File: config.mk
export PLATFORM = sky130hd
export DESIGN_NAME = decrypt_ctrl_flat
export DESIGN_NICKNAME = d
export VERILOG_FILES = /design/src/rtl/decrypt_ctrl_if.sv /design/src/rtl/decrypt_ctrl.sv /design/src/flat_wrapper.sv
export SDC_FILE = /design/constraint.sdc
export NUM_CORES = 1
export LEC_CHECK = 0
export CAP_MARGIN = 20
export CORE_MARGIN = 8
export CORE_UTILIZATION = 28
export CTS_CLUSTER_SIZE = 14
export DETAILED_ROUTE_END_ITERATION = 12
export GPL_ROUTABILITY_DRIVEN = 0
export GPL_TIMING_DRIVEN = 0
export PLACE_DENSITY_LB_ADDON = 0.15
export SKIP_CTS_REPAIR_TIMING = 1
export SYNTH_ARGS = -nofsm -noshare
export SYNTH_HDL_FRONTEND = slang
export SYNTH_SLANG_ARGS = --single-unit
export TNS_END_PERCENT = 20
File: constraint.sdc
create_clock -name clk -period 1.82 [get_ports clk]
set_input_delay 0.364 -clock clk [delete_from_list [all_inputs] [get_ports clk]]
set_output_delay 0.364 -clock clk [all_outputs]
set_load 0.02 [all_outputs]
File: src/rtl/decrypt_ctrl_if.sv
// Plaintext output handshake for decrypt_ctrl.
// master drives valid/data, slave drives ready.
interface decrypt_ctrl_if #(
  parameter int PLAINTEXT_WIDTH = 8
);
  logic                       out_valid;
  logic                       out_ready;
  logic [PLAINTEXT_WIDTH-1:0] out_data;

  modport master (
    output out_valid,
    output out_data,
    input  out_ready
  );

  modport slave (
    input  out_valid,
    input  out_data,
    output out_ready
  );
endinterface

File: src/rtl/decrypt_ctrl.sv
// LWE decrypt sequencer: row fetch, beat streaming, result capture.
// Optional cycle/job counters under DECRYPT_CTRL_PERF_EN.
module decrypt_ctrl #(
  parameter int PLAINTEXT_WIDTH  = 8,
  parameter int CIPHERTEXT_WIDTH = 16,
  parameter int DIMENSION        = 3,
  parameter int PARALLEL         = 2,
  parameter int RESULT_LATENCY   = 1,
  localparam int ROWS  = (DIMENSION + PARALLEL) / PARALLEL,
  localparam int ROW_W = (ROWS > 1) ? $clog2(ROWS) : 1,
  localparam int BUS_W = PARALLEL * CIPHERTEXT_WIDTH
) (
  input  logic                       clk,
  input  logic                       rst_n,
  input  logic                       start,
  output logic                       busy,
  output logic                       mem_rd_en,
  output logic [ROW_W-1:0]           mem_addr,
  input  logic [BUS_W-1:0]           sk_rdata,
  input  logic [BUS_W-1:0]           ct_rdata,
  output logic                       dec_en,
  output logic [ROW_W-1:0]           dec_row,
  output logic [BUS_W-1:0]           dec_sk_entry,
  output logic [BUS_W-1:0]           dec_ct_entry,
  input  logic [PLAINTEXT_WIDTH-1:0] dec_result,
  decrypt_ctrl_if.master             out_if
`ifdef DECRYPT_CTRL_PERF_EN
  ,
  output logic [31:0]                perf_count,
  output logic [15:0]                perf_jobs
`endif
);

  localparam int CW    = CIPHERTEXT_WIDTH;
  localparam int LAT_W = $clog2(RESULT_LATENCY + 1);

  localparam logic [ROW_W-1:0] LAST_ROW = ROW_W'(ROWS - 1);
  localparam logic [ROW_W-1:0] ROW_ONE  = ROW_W'(1);
  localparam logic [LAT_W-1:0] LAT_LAST = LAT_W'(RESULT_LATENCY - 1);
  localparam logic [LAT_W-1:0] LAT_ONE  = LAT_W'(1);

  typedef enum logic [2:0] {
    IDLE,
    FETCH,
    STREAM,
    DRAIN,
    HOLD
  } state_t;

  state_t                     state;
  logic [PARALLEL-1:0]        lane_en;
  logic [LAT_W-1:0]           lat_cnt;
  logic                       out_valid_q;
  logic [PLAINTEXT_WIDTH-1:0] out_data_q;

  function automatic logic [PARALLEL-1:0] row_mask(input int row);
    logic [PARALLEL-1:0] m;
    for (int i = 0; i < PARALLEL; i++) begin
      m[i] = (row * PARALLEL + i) <= DIMENSION;
    end
    return m;
  endfunction

  always_ff @(posedge clk or negedge rst_n) begin
    if (!rst_n) begin
      state       <= IDLE;
      busy        <= 1'b0;
      mem_rd_en   <= 1'b0;
      mem_addr    <= '0;
      dec_en      <= 1'b0;
      dec_row     <= '0;
      lane_en     <= '0;
      lat_cnt     <= '0;
      out_valid_q <= 1'b0;
      out_data_q  <= '0;
    end else begin
      if (mem_rd_en) begin
        if (mem_addr == LAST_ROW) begin
          mem_rd_en <= 1'b0;
          mem_addr  <= '0;
        end else begin
          mem_addr <= mem_addr + ROW_ONE;
        end
      end
      unique case (state)
        IDLE: begin
          if (start) begin
            state     <= FETCH;
            busy      <= 1'b1;
            mem_rd_en <= 1'b1;
            mem_addr  <= '0;
          end
        end
        FETCH: begin
          state   <= STREAM;
          dec_en  <= 1'b1;
          dec_row <= '0;
          lane_en <= row_mask(0);
        end
        STREAM: begin
          if (dec_row == LAST_ROW) begin
            state   <= DRAIN;
            dec_en  <= 1'b0;
            dec_row <= '0;
            lane_en <= '0;
            lat_cnt <= '0;
          end else begin
            dec_row <= dec_row + ROW_ONE;
            lane_en <= row_mask(int'(dec_row) + 1);
          end
        end
        DRAIN: begin
          if (lat_cnt == LAT_LAST) begin
            state       <= HOLD;
            out_valid_q <= 1'b1;
            out_data_q  <= dec_result;
          end else begin
            lat_cnt <= lat_cnt + LAT_ONE;
          end
        end
        HOLD: begin
          if (out_if.out_ready) begin
            state       <= IDLE;
            busy        <= 1'b0;
            out_valid_q <= 1'b0;
          end
        end
        default: state <= IDLE;
      endcase
    end
  end

  // rdata only arrives in the beat cycle, so entries are the
  // memory data gated by a registered per-lane enable.
  always_comb begin
    dec_sk_entry = '0;
    dec_ct_entry = '0;
    for (int i = 0; i < PARALLEL; i++) begin
      dec_sk_entry[i*CW +: CW] =
        sk_rdata[i*CW +: CW] & {CW{lane_en[i]}};
      dec_ct_entry[i*CW +: CW] =
        ct_rdata[i*CW +: CW] & {CW{lane_en[i]}};
    end
  end

  assign out_if.out_valid = out_valid_q;
  assign out_if.out_data  = out_data_q;

`ifdef DECRYPT_CTRL_PERF_EN
  // Acceptance cycle counts too: a job spans start..handshake.
  logic job_active;
  assign job_active = busy || (state == IDLE && start);

  always_ff @(posedge clk or negedge rst_n) begin
    if (!rst_n) begin
      perf_count <= '0;
      perf_jobs  <= '0;
    end else begin
      if (job_active && perf_count != '1) begin
        perf_count <= perf_count + 32'd1;
      end
      if (out_valid_q && out_if.out_ready) begin
        perf_jobs <= perf_jobs + 16'd1;
      end
    end
  end
`endif

endmodule
File: src/flat_wrapper.sv
// flat-port wrapper written by rule: the top's interface ports become plain ports
module decrypt_ctrl_flat 
#(
  parameter int PLAINTEXT_WIDTH  = 8,
  parameter int CIPHERTEXT_WIDTH = 16,
  parameter int DIMENSION        = 3,
  parameter int PARALLEL         = 2,
  parameter int RESULT_LATENCY   = 1,
  localparam int ROWS  = (DIMENSION + PARALLEL) / PARALLEL,
  localparam int ROW_W = (ROWS > 1) ? $clog2(ROWS) : 1,
  localparam int BUS_W = PARALLEL * CIPHERTEXT_WIDTH
)
  (clk, rst_n, start, busy, mem_rd_en, mem_addr, sk_rdata, ct_rdata, dec_en, dec_row, dec_sk_entry, dec_ct_entry, dec_result, out_if_out_valid, out_if_out_data, out_if_out_ready);
  decrypt_ctrl_if #(.PLAINTEXT_WIDTH(PLAINTEXT_WIDTH)) out_if_i ();
  input  logic clk;
  input  logic rst_n;
  input  logic start;
  output logic busy;
  output logic mem_rd_en;
  output logic [ROW_W-1:0] mem_addr;
  input  logic [BUS_W-1:0] sk_rdata;
  input  logic [BUS_W-1:0] ct_rdata;
  output logic dec_en;
  output logic [ROW_W-1:0] dec_row;
  output logic [BUS_W-1:0] dec_sk_entry;
  output logic [BUS_W-1:0] dec_ct_entry;
  input  logic [PLAINTEXT_WIDTH-1:0] dec_result;
  output wire logic [$bits(out_if_i.out_valid)-1:0] out_if_out_valid;
  output wire logic [$bits(out_if_i.out_data)-1:0] out_if_out_data;
  input wire logic [$bits(out_if_i.out_ready)-1:0] out_if_out_ready;
  assign out_if_out_valid = out_if_i.out_valid;
  assign out_if_out_data = out_if_i.out_data;
  assign out_if_i.out_ready = out_if_out_ready;
  decrypt_ctrl #(.PLAINTEXT_WIDTH(PLAINTEXT_WIDTH), .CIPHERTEXT_WIDTH(CIPHERTEXT_WIDTH), .DIMENSION(DIMENSION), .PARALLEL(PARALLEL), .RESULT_LATENCY(RESULT_LATENCY)) u_core (.clk(clk), .rst_n(rst_n), .start(start), .busy(busy), .mem_rd_en(mem_rd_en), .mem_addr(mem_addr), .sk_rdata(sk_rdata), .ct_rdata(ct_rdata), .dec_en(dec_en), .dec_row(dec_row), .dec_sk_entry(dec_sk_entry), .dec_ct_entry(dec_ct_entry), .dec_result(dec_result), .out_if(out_if_i));
endmodule
==> results of run 1 <==
## cell usage after synthesis (2+ instances only)
master	count
clkbuf_1	7
inv_1	3
nor3b_1	2
buf_2	2
nand3b_1	2
or4b_1	2
and2_1	65
dfrtp_1	18
nand2b_1	2
mux2_2	8
nor2_1	2
buf_6	2
## path summary, 6_finish.rpt
path                                      startpoint                   endpoint  slack [ns]
setup / recovery                   u_core.lane_en[0]           dec_ct_entry[21]        0.08
hold / removal             u_core.out_if.out_data[0]  u_core.out_if.out_data[0]        0.51
setup reg to reg                     u_core.state[2]             u_core.dec_row        0.55
hold reg to reg            u_core.out_if.out_data[0]  u_core.out_if.out_data[0]        0.51
max in group asynchronous                      rst_n  u_core.out_if.out_data[5]        0.75
min in group asynchronous                      rst_n  u_core.out_if.out_data[0]        0.57
## layout by cell type, fill, tap and decap left out, types with 2 or more instances in the layout
master           count
clkbuf_2            29
nand2b_1             2
nor3b_1              2
nand3b_1             2
buf_6                2
inv_1                3
buf_2                2
clkbuf_8             4
dlymetal6s2s_1      39
mux2_2               8
or4b_1               2
clkdlybuf4s50_1     89
nor2_1               2
clkbuf_4             3
and2_1              65
dfrtp_1             18
## cell type report
| type | count | area share [%] |
|---|---|---|
| timing repair buffer | 153 | 52.56 |
| inverter | 3 | 0.3935 |
| multi-input combinational | 100 | 24.49 |
| buffer | 11 | 2.624 |
| clock buffer | 4 | 1.924 |
| sequential | 18 | 15.74 |
| tap | 52 | 2.274 |
## report_power, final
part / total [mW] / internal, mW / switching [mW]
combinational: 2.43 / 1.21 / 1.22
sequential: 0.709 / 0.585 / 0.124
clock: 0.327 / 0.192 / 0.135
total: 3.46 / 1.99 / 1.48
## worst reg2reg max path, stage by stage, from the launching register on
cell and delay, ns:
dfrtp_1 0.39, buf_2 0.18, or4b_1 0.53, o221ai_1 0.08
## cells by family after synthesis
kind of cell | synth area share [%]
buffers and inverters | 5.738
muxes | 8.197
adders and majority gates | 1.024
xor gates and xnor gates | 0.7173
AOI/OAI and AO/OA | 4.303
and+or+nand+nor | 43.13
DFF | 36.89
## registers in the layout, summed over array words and instances (netlist names)
register / cells
u_core.dec_en: 1
u_core.mem_addr: 1
u_core.out_if.out_valid: 1
u_core.out_if.out_data: 8
u_core.mem_rd_en: 1
u_core.dec_row: 1
u_core.busy: 1
u_core.state: 3
u_core.lane_en: 1
## layer usage
metal,routed length (µm),vias up,global-route usage (%)
met2,3032,87,28.02
met5,0,-,0
met1,2348,690,16.74
li1,-,735,-
met4,129,0,6.140
met3,658,11,5.908
## through the flow
| stage | setup TNS [ns] | util, % | instances | worst slack, ns |
|---|---|---|---|---|
| 2_1_floorplan | 0 | - | 132 | 0.4346 |
| 3_3_place_gp | -15.55 | 66.08 | 337 | -0.3366 |
| 3_5_place_dp | -16.37 | 66.08 | 337 | -0.3406 |
| 4_1_cts | -33.26 | 67.37 | 341 | -0.6331 |
| 5_1_grt | -0.07877 | 67.11 | 341 | -0.03156 |
| 6_report | 0 | 67.11 | 341 | 0.08401 |
==> summary.md, run 1 <==
| Metric | Value |
|---|---|
| Top FF cell, synth | `dfrtp_1` |
| HPWL after DPL | `5.241 mm` |
| CTS clk-pin slew, worst paths | `0.07 ns` |
| Syn Nets | `209` |
| Ports | `between 150 and 200` |
| Die area | `6731 µm²` |
| Skew final | `0.002531 ns` |
| Cts bufs inserted | `3` |
| Clock Sinks | `18` |
| Max IR drop VDD | `0.0009667 V` |
| Post-DP Area | `~2800 µm²` |
| Leading area contributor after synthesis | `dfrtp_1` |
| Setup violations, final | `0` |
| DRC | `0` |
| Post-route ant nets | `0` |
| Cells on worst reg2reg path | `3` |
| Synth warn | `0` |
| Fillcell total | `382` |
| Critical path buffers and inverters | `3` |
| Max-slew violation count | `0` |
| Mapped Cells | `between 100 and 150` |
| Max H-tree Level | `1` |
| Critical Path Stages | `4` |
| Post-synth top area share | `36.89%` |
| Avg WL per Cell | `~18 µm` |
| Sequential cell area | `450.4 µm²` |
| Die Ht | `82.04 µm` |
| Leak | `approximately 1.6 nW` |
| Critical-path cell list | `clkbuf_4 -> clkbuf_2 -> and2_1 -> dlymetal6s2s_1` |
| Design Power | `3.465 mW` |
| Initial Util | `28.64%` |
| CP Launch Type | `flop` |
| Number of max-cap violations | `0` |
| Post-synth EDFFs | `0` |
| P&R area growth vs syn | `134.3%` |
| Worst setup EP type | `output pin` |
| Fin. Hold Viols | `0` |
| Cell depth of the worst hold path | `1` |
| CTS Buffer Depth | `2` |
| Actual slew at the worst max-slew pin | `0.8031 ns` |
| Post-Syn Area per Cell | `around 9 µm²` |
| Total track usage | `15.88%` |
| Seq cells post-synth | `18` |
| Fin Hold WS | `0.5086 ns` |
| Hold crit path type | `reg2reg` |
| Req. time, crit path | `1.46 ns` |
| Row Count | `24` |
| Area contributors post-synth | `dfrtp_1 (37%), and2_1 (33%), mux2_2 (7.4%)` |
| Footprint of the multi-input gates | `around 700 µm²` |
| CP max-delay cell | `dfrtp_1` |
| Initial antenna violation count | `0` |
| Chip width | `82.04 µm` |
| Cell area after synthesis | `1221 µm²` |
| Critical path arrival | `1.37 ns` |
| Cell family with most CP delay | `buffers and inverters` |
| Post-route cell area | `2861 µm²` |
| Final net count | `367` |
| Yosys cell types | `29` |
| Vias | `about 1500` |
| Gr ovfl total | `0` |
| WL final | `6.168 mm` |
| Diodes inserted | `0` |
| First-pass GRT wire length | `8.059 mm` |
| Port Buf Inserts | `153` |
| Register area share after synthesis | `36.89%` |
| Power per Cell Area | `roughly 1200 nW/µm²` |
| CP max stage delay | `0.37 ns` |
| Crit-path max FO | `10` |
| Async set or reset register ratio after synthesis | `100.0%` |
| Root Driver | `clkbuf_8` |
| DR vias/cell | `4.466` |
| Slew margin rel. | `46.29%` |
| Worst-skew pair later-pin latency | `between 0.2 and 0.3 ns` |
| Status | `finished clean` |
| CTS tree | `yes` |
| Max Freq | `576.0 MHz` |
| Min Tclk post-route | `approximately 1.7 ns` |
| Core area | `between 4000 and 5000 µm²` |
| Vias in the first global route | `1448` |
| Crit path kind | `reg2out` |
| First-iteration detailed-routing DRC count | `18` |
| Largest net degree at the start of global routing | `19` |
| DR pass1 iterations | `4` |
| Period utilization | `between 90% and 100%` |
| Layout cells sized above 1 | `16.96%` |
(Power assumes the default switching activity.)
==> inputs of run 2 (changes only) <==
==> constraint.sdc (replaced) <==
create_clock -name clk -period 1.82 [get_ports clk]
set_input_delay 0.546 -clock clk [delete_from_list [all_inputs] [get_ports clk]]
set_output_delay 0.546 -clock clk [all_outputs]
set_load 0.02 [all_outputs]
==> summary.md, run 2 (synthesized netlist as in run 1, its figures left out) <==
| Metric | Value |
|---|---|
| Status | `complete, but fails checks` |
| Failing checks | `setup timing` |
| DRC | `0` |
| Combinational share of power | `between 70% and 80%` |
| Hold crit path type | `reg2reg` |
| Clock power frac | `under 10%` |
| Vias | `1535` |
| Vias in the first global route | `about 1400` |
| Core area | `4264 µm²` |
| P&R area growth vs syn | `133.9%` |
| CP Launch Type | `primary input` |
| Sw Share | `between 40% and 50%` |
| Fin Setup TNS | `-0.03660 ns` |
| Most frequent cells in the layout | `clkdlybuf4s50_1 (77), and2_1 (55), buf_4 (30)` |
| Max IR drop VDD | `0.0009758 V` |
| Max Freq | `545.8 MHz` |
| Row Count | `24` |
| Worst setup margin | `-0.01202 ns` |
| Initial antenna violation count | `1` |
| Req. time, crit path | `about 1.3 ns` |
| Worst setup EP type | `output pin` |
| Min Tclk post-route | `1.832 ns` |
| DR vias/cell | `roughly 4.5` |
| Critical path arrival | `around 1.3 ns` |
| Reg power frac | `19.5%` |
| Cts bufs inserted | `3` |
| Switching power | `between 1.5 and 2 mW` |
| Worst-skew pair later-pin latency | `0.26 ns` |
| Crit-path max FO | `1` |
| Die area | `6731 µm²` |
| Fillcell total | `386` |
| CTS tree | `yes` |
| Crit path kind | `in2out` |
| Ports | `154` |
| Origin of the worst min-delay path | `u_core.out_if.out_data[1]` |
| Largest net degree at the start of global routing | `19` |
| Footprint of the multi-input gates | `approximately 730 µm²` |
| Commonest non-fill, non-tap cell in the layout | `clkdlybuf4s50_1` |
| RSZ-0062 raised after global routing | `true` |
| Crit path launch | `sk_rdata[15]` |
| Max reg flops | `8` |
| Actual slew at the worst max-slew pin | `0.8098 ns` |
| Root Driver | `clkbuf_8` |
| Final net count | `367` |
| CTS Buffer Depth | `2` |
| Gr ovfl total | `0` |
| Chip width | `82.04 µm` |
| Leak | `1.380 nW` |
| Post-route ant nets | `0` |
| Port Buf Inserts | `~150` |
| First-iteration detailed-routing DRC count | `22` |
| Setup violations, final | `6` |
| Max H-tree Level | `1` |
| Max-slew violation count | `0` |
| P_int | `about 2.1 mW` |
| Clock Sinks | `18` |
| Die Ht | `82.04 µm` |
| Sequential cell area | `450.4 µm²` |
| Slew margin rel. | `45.84%` |
| Period utilization | `100.7%` |
| DR pass1 iterations | `4` |
| Initial Util | `about 29%` |
| Power per Cell Area | `1274 nW/µm²` |
| Dpl ws | `-0.5226 ns` |
| Layout cells sized above 1 | `33.91%` |
| Number of max-cap violations | `0` |
| Total track usage | `15.88%` |
| Avg WL per Cell | `between 15 and 20 µm` |
| Fin. Hold Viols | `0` |
| Skew final | `0.003787 ns` |
| HPWL after DPL | `between 5 and 6 mm` |
| First-pass GRT wire length | `8.059 mm` |
| Worst R2R Start | `u_core.state[2]` |
| CTS clk-pin slew, worst paths | `0.07 ns` |
| WL final | `6.241 mm` |
==> run 2: cell types whose count changed in the layout (fill, tap and decap cells not counted), sizes merged <==
| cell | delta |
|---|---|
| buf | +61 |
| dlymetal6s2s | -27 |
| clkbuf | -22 |
| clkdlybuf4s50 | -12 |
| diode | +1 |
==> run 2: path summary, 6_finish.rpt <==
kind / cells past startpoint / slack [ns] / to
worst max-delay path: 3 / -0.01 / dec_sk_entry[15]
worst min-delay path: 1 / 0.51 / u_core.out_if.out_data[1]
worst max register to register: 3 / 0.54 / u_core.dec_row
worst min register to register: 1 / 0.51 / u_core.out_if.out_data[1]
max in group asynchronous: 1 / 0.56 / u_core.out_if.out_data[5]
min in group asynchronous: 1 / 0.76 / u_core.out_if.out_data[3]
==> run 2: final cells by class <==
class / count / share of cell area (%)
Inverter: 3 / 0.3942
Buffer: 11 / 3.679
Antenna cell: 1 / 0.08760
Timing Repair Buffer: 153 / 50.46
Sequential cell: 18 / 15.77
Clock buffer: 4 / 1.927
Multi-Input combinational cell: 100 / 25.41
Tap cell: 52 / 2.278
==> run 2: metrics by stage <==
stage | cells | instance area (µm²) | util (%) | total power [mW] | hold slack (ns)
global route | 342 | 2856 | 66.99 | 3.873 | 0.5307
floorplan | 132 | 1221 | - | 2.044 | 0.2504
global placement | 337 | 2818 | 66.08 | 3.283 | 0.4849
CTS | 341 | 2873 | 67.37 | 3.662 | 0.5140
detailed placement | 337 | 2818 | 66.08 | 3.321 | 0.4978
finish | 342 | 2856 | 66.99 | 3.640 | 0.5087
==> run 2: critical path, cell delays in order <==
cell and delay (ns):
clkdlybuf4s50_1 0.45, and2_1 0.11, buf_2 0.17
==> run 2: metal layers <==
metal  vias to the layer above  global-route usage, %  wire length [µm]
li1                        740                      -                 -
met1                       708                  16.74              2221
met3                         5                  5.908               738
met5                         -                      0                 0
met4                         0                  6.140                51
met2                        82                  28.02              3230
==> run 2: power groups by stage <==
stage	registers (mW)	clock network [mW]	logic (mW)
final	0.709	0.330	2.60
after global routing	0.739	0.359	2.77
after CTS	0.712	0.341	2.61
after detailed placement	0.719	0	2.60
after global placement	0.707	0	2.58
after floorplan	0.874	0	1.17
